--- src/rtl/riscv_core_pkg.sv ---
// Types and constants shared by the core's front-end blocks.
package riscv_core_pkg;

  localparam int unsigned XLEN = 32;
  localparam logic [XLEN-1:0] NOP_INSTR = 32'h0000_0013;

  typedef enum logic [1:0] {
    IDLE = 2'd0,
    WAIT = 2'd1,
    DROP = 2'd2
  } fetch_state_t;

  typedef struct packed {
    logic [XLEN-1:0] pc;
    logic [XLEN-1:0] instr;
  } fetch_entry_t;

endpackage

--- src/rtl/instr_fetch_unit_fetch_fifo.sv ---
// Synchronous FIFO with clear; clear beats push/pop, push into a full FIFO needs a same-cycle pop.
module fetch_fifo #(
  parameter int unsigned WIDTH = 64,
  parameter int unsigned DEPTH = 2
) (
  input  logic                     clk,
  input  logic                     rst_n,
  input  logic                     push_i,
  input  logic                     pop_i,
  input  logic                     clear_i,
  input  logic [WIDTH-1:0]         wdata_i,
  output logic [WIDTH-1:0]         rdata_o,
  output logic [$clog2(DEPTH):0]   count_o,
  output logic                     full_o,
  output logic                     empty_o
);

  localparam int unsigned PW = $clog2(DEPTH);
  localparam int unsigned CW = PW + 1;

  logic [WIDTH-1:0] mem_q [DEPTH];
  logic [PW-1:0]    wr_ptr_q, wr_ptr_d;
  logic [PW-1:0]    rd_ptr_q, rd_ptr_d;
  logic [CW-1:0]    count_q, count_d;
  logic             do_push, do_pop;

  assign empty_o = (count_q == '0);
  assign full_o  = (count_q == CW'(DEPTH));
  assign count_o = count_q;
  assign rdata_o = mem_q[rd_ptr_q];

  always_comb begin
    do_pop   = pop_i && !empty_o && !clear_i;
    do_push  = push_i && (!full_o || do_pop) && !clear_i;
    wr_ptr_d = wr_ptr_q;
    rd_ptr_d = rd_ptr_q;
    count_d  = count_q;
    if (clear_i) begin
      wr_ptr_d = '0;
      rd_ptr_d = '0;
      count_d  = '0;
    end else begin
      if (do_push) wr_ptr_d = wr_ptr_q + PW'(1);
      if (do_pop)  rd_ptr_d = rd_ptr_q + PW'(1);
      count_d = count_q + CW'(do_push) - CW'(do_pop);
    end
  end

  always_ff @(posedge clk or negedge rst_n) begin
    if (!rst_n) begin
      wr_ptr_q <= '0;
      rd_ptr_q <= '0;
      count_q  <= '0;
    end else begin
      wr_ptr_q <= wr_ptr_d;
      rd_ptr_q <= rd_ptr_d;
      count_q  <= count_d;
    end
  end

  // Storage needs no reset: entries are only read while count is non-zero.
  always_ff @(posedge clk) begin
    if (do_push) mem_q[wr_ptr_q] <= wdata_i;
  end

endmodule

--- src/rtl/instr_fetch_unit.sv ---
// Instruction fetch: one outstanding imem read, PC tagging, fetch buffer to decode, branch flush.
module instr_fetch_unit
  import riscv_core_pkg::*;
#(
  parameter int unsigned ADDR_W     = 32,
  parameter int unsigned DATA_W     = 32,
  parameter int unsigned FIFO_DEPTH = 2
) (
  input  logic              clk,
  input  logic              reset,
  input  logic [ADDR_W-1:0] pc_in,
  output logic              pc_advance,
  input  logic              flush,
  output logic              imem_req,
  output logic [ADDR_W-1:0] imem_addr,
  input  logic              imem_rvalid,
  input  logic [DATA_W-1:0] imem_rdata,
  output logic              out_valid,
  input  logic              out_ready,
  output logic [ADDR_W-1:0] out_pc,
  output logic [DATA_W-1:0] out_instr
);

  localparam int unsigned EW = ADDR_W + DATA_W;
  localparam int unsigned CW = $clog2(FIFO_DEPTH) + 1;
  localparam int unsigned OW = CW + 1;

  fetch_state_t      state_q, state_d;
  logic [ADDR_W-1:0] req_pc_q, req_pc_d;
  logic [EW-1:0]     last_q, last_d;
  logic [EW-1:0]     head;
  logic [EW-1:0]     shown;
  logic [CW-1:0]     fifo_count;
  logic              fifo_full, fifo_empty;
  logic              push_c, pop_c, issue_c, room_c;
  logic [OW-1:0]     occ_next;

  // A taken branch suppresses both the push of a returning word and any pop.
  assign push_c   = (state_q == WAIT) && imem_rvalid && !flush;
  assign pop_c    = out_valid && out_ready && !flush;
  assign occ_next = OW'(fifo_count) + OW'(push_c) - OW'(pop_c);
  assign room_c   = !(fifo_full && !pop_c) && (occ_next < OW'(FIFO_DEPTH));

  always_comb begin
    state_d  = state_q;
    req_pc_d = req_pc_q;
    last_d   = last_q;
    issue_c  = 1'b0;
    if (out_valid) last_d = head;
    unique case (state_q)
      IDLE: issue_c = !flush && room_c;
      WAIT: begin
        if (imem_rvalid) begin
          state_d = IDLE;
          issue_c = !flush && room_c;
        end else if (flush) begin
          state_d = DROP;
        end
      end
      DROP: if (imem_rvalid) state_d = IDLE;
      default: state_d = IDLE;
    endcase
    if (issue_c) begin
      state_d  = WAIT;
      req_pc_d = pc_in;
    end
  end

  always_ff @(posedge clk or negedge reset) begin
    if (!reset) begin
      state_q  <= IDLE;
      req_pc_q <= '0;
      last_q   <= {ADDR_W'(0), DATA_W'(NOP_INSTR)};
    end else begin
      state_q  <= state_d;
      req_pc_q <= req_pc_d;
      last_q   <= last_d;
    end
  end

  // Request strobes are combinational; gating with reset keeps them quiet while held in reset.
  assign imem_req   = issue_c && reset;
  assign pc_advance = imem_req;
  assign imem_addr  = imem_req ? {pc_in[ADDR_W-1:2], 2'b00} : '0;

  assign out_valid = !fifo_empty;
  assign shown     = out_valid ? head : last_q;
  assign out_pc    = shown[EW-1 -: ADDR_W];
  assign out_instr = shown[DATA_W-1:0];

  fetch_fifo #(
    .WIDTH (EW),
    .DEPTH (FIFO_DEPTH)
  ) u_fifo (
    .clk     (clk),
    .rst_n   (reset),
    .push_i  (push_c),
    .pop_i   (pop_c),
    .clear_i (flush),
    .wdata_i ({req_pc_q, imem_rdata}),
    .rdata_o (head),
    .count_o (fifo_count),
    .full_o  (fifo_full),
    .empty_o (fifo_empty)
  );

endmodule

--- config.mk ---
export PLATFORM = sky130hd
export DESIGN_NAME = instr_fetch_unit
export DESIGN_NICKNAME = d
export VERILOG_FILES = /design/src/rtl/riscv_core_pkg.sv /design/src/rtl/instr_fetch_unit_fetch_fifo.sv /design/src/rtl/instr_fetch_unit.sv
export SDC_FILE = /design/constraint.sdc
export NUM_CORES = 1
export LEC_CHECK = 0
export BUFFER_PORTS_ARGS = -buffer_cell sky130_fd_sc_hd__buf_2
export CAP_MARGIN = 20
export CORE_UTILIZATION = 59
export CTS_BUF_LIST = sky130_fd_sc_hd__clkbuf_4 sky130_fd_sc_hd__clkbuf_8 sky130_fd_sc_hd__clkbuf_16
export DETAILED_ROUTE_END_ITERATION = 10
export PLACE_DENSITY = 0.84
export REMOVE_ABC_BUFFERS = 1
export SLEW_MARGIN = 20
export SYNTH_ARGS = -nofsm -noshare
export SYNTH_HDL_FRONTEND = slang
export SYNTH_SLANG_ARGS = --single-unit
--- constraint.sdc ---
create_clock -name clk -period 15.8 [get_ports clk]
set_input_delay 1.58 -clock clk [delete_from_list [all_inputs] [get_ports clk]]
set_output_delay 1.58 -clock clk [all_outputs]
set_load 0.01 [all_outputs]
==> results by group <==
Synthesis
  – Synth unique cells: 37
  – Post-Syn Area: 8670 um^2
  – Syn Area/Cell: around 16 um^2
  – Sequential-to-total area share from yosys stat: between 70% and 80%
  – Flop and latch count out of synthesis: 230
  – Asr flop ratio synth: around 44%
  – Post-synthesis instance total: between 500 and 600
  – YS warnings: 0
  – EDFF count, synth: 128
  – Post-synth top flop: edfxtp_1

Timing
  – Unrepaired setup endpoints after global routing: no
  – Setup TNS: 0 ns
  – Final period utilization: between 30% and 40%
  – Setup WS post-layout: 10.40 ns
  – Final Setup Violations: 0
  – Clock skew: between 0.01 and 0.015 ns
  – Final hold vios: 0
  – Slew Limit Fails: 0
  – Worst slew margin: between 20% and 30%
  – Final Critical Period: 5.40 ns
  – Max Clock Freq: ~190 MHz
  – Slew @ Worst Pin: between 1 and 1.5 ns

Setup path
  – Critical path class: in2out
  – Slowest CP cell: buf_4
  – Critical R2R Capture: req_pc_q[7]
  – CP cell instances: buf_2, nor3b_1, nand3_1, fa_1, xnor2_1, o21ai_2, a211oi_4, buf_4, and3_1, buf_2
  – CP max FO: 38
  – Crit path DAT: around 3.8 ns
  – Setup crit end kind: output port
  – CP Data Required Time: between 10 and 15 ns
  – Max incr delay on CP: ~0.41 ns
  – R2r setup slk: about 13 ns
  – Worst Setup Start Kind: input port
  – Reg2reg start: u_fifo.count_o[1]
  – CP most frequent cell: buf_2
  – Worst R2R Path Depth: 9

Power and ir drop
  – VDD IR-drop max: ~0.12 mV
  – Leakage: approximately 4.3 nW
  – PD cells: between 150 and 200 nW/um^2

Min path
  – Hold crit path type: reg2reg
  – Min-delay src: req_pc_q[14]
  – Hold worst-path end: u_fifo.mem_q[1][46]
  – Hold path depth: 0

Global route
  – GRT overflow: 0
  – First-pass GRT wire length: between 20000 and 25000 um
  – Largest net degree at the start of global routing: between 100 and 150
  – Initial antenna violation count: 0
  – Vias in the first global route: about 5000
  – Global Route Usage Sum: 21.4%

Clock tree
  – Clk slew on worst S/H paths: ~0.060 ns
  – Clock latency on the worst-skew pair: 0.50 ns
  – Post-CTS Setup Repair Bufs: 0
  – CTS Hold Bufs: 0
  – Num CTS Buffers: 23
  – Post_cts resized: 0
  – Clk buf depth: 3
  – Root Driver: clkbuf_16
  – CTS tree: yes
  – H-tree levels: 1
  – Clk sinks: 230

Final layout
  – Final net count: 793
  – Diode count: 0
  – Area Overhead vs Synth: 20.3%
  – Layout Utilization: 74.0%
  – Most frequent cells in the layout: buf_2, edfxtp_1, dfrtp_1, nor2_1, mux2i_1
  – Share of post-route cells with drive strength above 1: 33.7%
  – Most common cell after layout, fill and taps aside: buf_2

Placement
  – Post-DP HPWL: a little under 10000 um
  – Place WS: 10.40 ns
  – PortBufs: roughly 170
  – Gpl congestion: a little over 0.8

Floorplanning
  – Die width: approximately 120 um
  – Number of I/O pins: between 150 and 200
  – Core Rows: 43
  – Initial Utilization: 61.5%
  – Core area: around 14000 um^2
  – Die H: roughly 120 um
  – Full die area: approximately 15000 um^2

Flow run
  – Max Cap Violations: 0

Detailed routing
  – Routed wire length per instance: 17.6 um
  – Post-route ant nets: 0
  – Via density per instance: approximately 5.4
  – Final wirelength: around 16000 um
  – Starting DRC count in detailed routing: 286
  – Pre-antenna DRT Iters: 4
  – DRC viols: 0
  – Routed vias: 4986

Status
  – Outcome: finished, final reports clean
==> worst max-delay path by stage <==
stage / startpoint / to / slack [ns] / cells past startpoint
2_1_floorplan: out_ready / u_fifo.mem_q[0][0] / 8.99 / 3
3_3_place_gp: flush / imem_addr[7] / 10.52 / 10
3_5_place_dp: flush / imem_addr[13] / 10.40 / 10
4_1_cts: flush / imem_addr[13] / 10.41 / 10
5_1_grt: flush / imem_addr[13] / 10.21 / 10
6_report: flush / imem_addr[13] / 10.40 / 10
==> worst max-delay path, delay by kind of cell <==
| kind | cells | cell delay [ns] |
|---|---|---|
| simple gates | 3 | 0.65 |
| fa+ha+maj | 1 | 0.39 |
| compound gates | 2 | 0.25 |
| xor+xnor | 1 | 0.18 |
| buf+inv | 3 | 0.73 |
==> cell usage after synthesis, drive strengths merged, types with 2 or more instances <==
cell type / number / area share, %
edfxtp: 128 / 44
dfrtp: 99 / 29
nor2: 69 / 3.0
mux2i: 65 / 7.5
a21oi: 64 / 3.7
mux2: 33 / 4.7
and3: 31 / 2.2
clkbuf: 18 / 0.82
buf: 17 / 1.3
and2: 3 / 0.22
dfstp: 3 / 0.91
inv: 3 / 0.13
nand2: 3 / 0.13
xor2: 3 / 0.30
ha: 2 / 0.29
nor2b: 2 / 0.23
nor3b: 2 / 0.17
o21ai: 2 / 0.16
xnor2: 2 / 0.20
==> logic make-up (layout without fill, tap and decap cells) <==
logic type               count (synthesis)  in the layout  share of synthesized area (%)
AO/OA/AOI/OAI                           69             69                           4.26
flip-flops                             230            230                           73.8
buffers and inverters                   38            216                           2.28
adder cells (fa/ha/maj)                  3              3                          0.520
XOR/XNOR                                 5              5                          0.505
AND/OR/NAND/NOR                        115            115                           6.34
multiplexers                            98             98                           12.2
other                                    1              2                         0.0433
==> flip-flops by register name, indices dropped and copies added (netlist names) <==
register / cells
last_q: 64
req_pc_q: 32
state_q: 2
u_fifo.count_o: 2
u_fifo.mem_q: 128
u_fifo.rd_ptr_q: 1
u_fifo.wr_ptr_q: 1
==> per-stage QoR <==
| step | power [mW] | area [um^2] | cells | hold WS, ns |
|---|---|---|---|---|
| final | 1.99 | 10400 | 918 | 0.471 |
| after global routing | 2.10 | 10400 | 918 | 0.487 |
| after CTS | 2.01 | 10400 | 918 | 0.472 |
| after detailed placement | 1.44 | 9620 | 876 | 0.453 |
| after global placement | 1.40 | 9590 | 875 | 0.442 |
| after floorplan | 1.23 | 8490 | 525 | 0.435 |
==> cell type report <==
class	count	area, um^2
inverter	3	11.3
clock buffer	38	738
clock inverter	4	73.8
multi-input combinational	292	2080
tap	180	225
sequential	230	6400
fill	890	3670
timing repair buffer	171	893
==> power by group <==
group          internal (mW)  leakage (nW)  switching, mW
clock network          0.351         0.410          0.211
logic                  0.225          1.53          0.314
registers              0.819          2.31         0.0739
==> routing by layer <==
| metal | vias to the layer above | global-route usage [%] | routed length [um] |
|---|---|---|---|
| met1 | 2466 | 26.5 | 6520 |
| met4 | 0 | 6.25 | 386 |
| met3 | 34 | 4.57 | 901 |
| met2 | 153 | 37.8 | 8330 |
| met5 | - | 0 | 0 |
| li1 | 2333 | - | - |
Note: power is estimated with default switching activity, not from simulation.
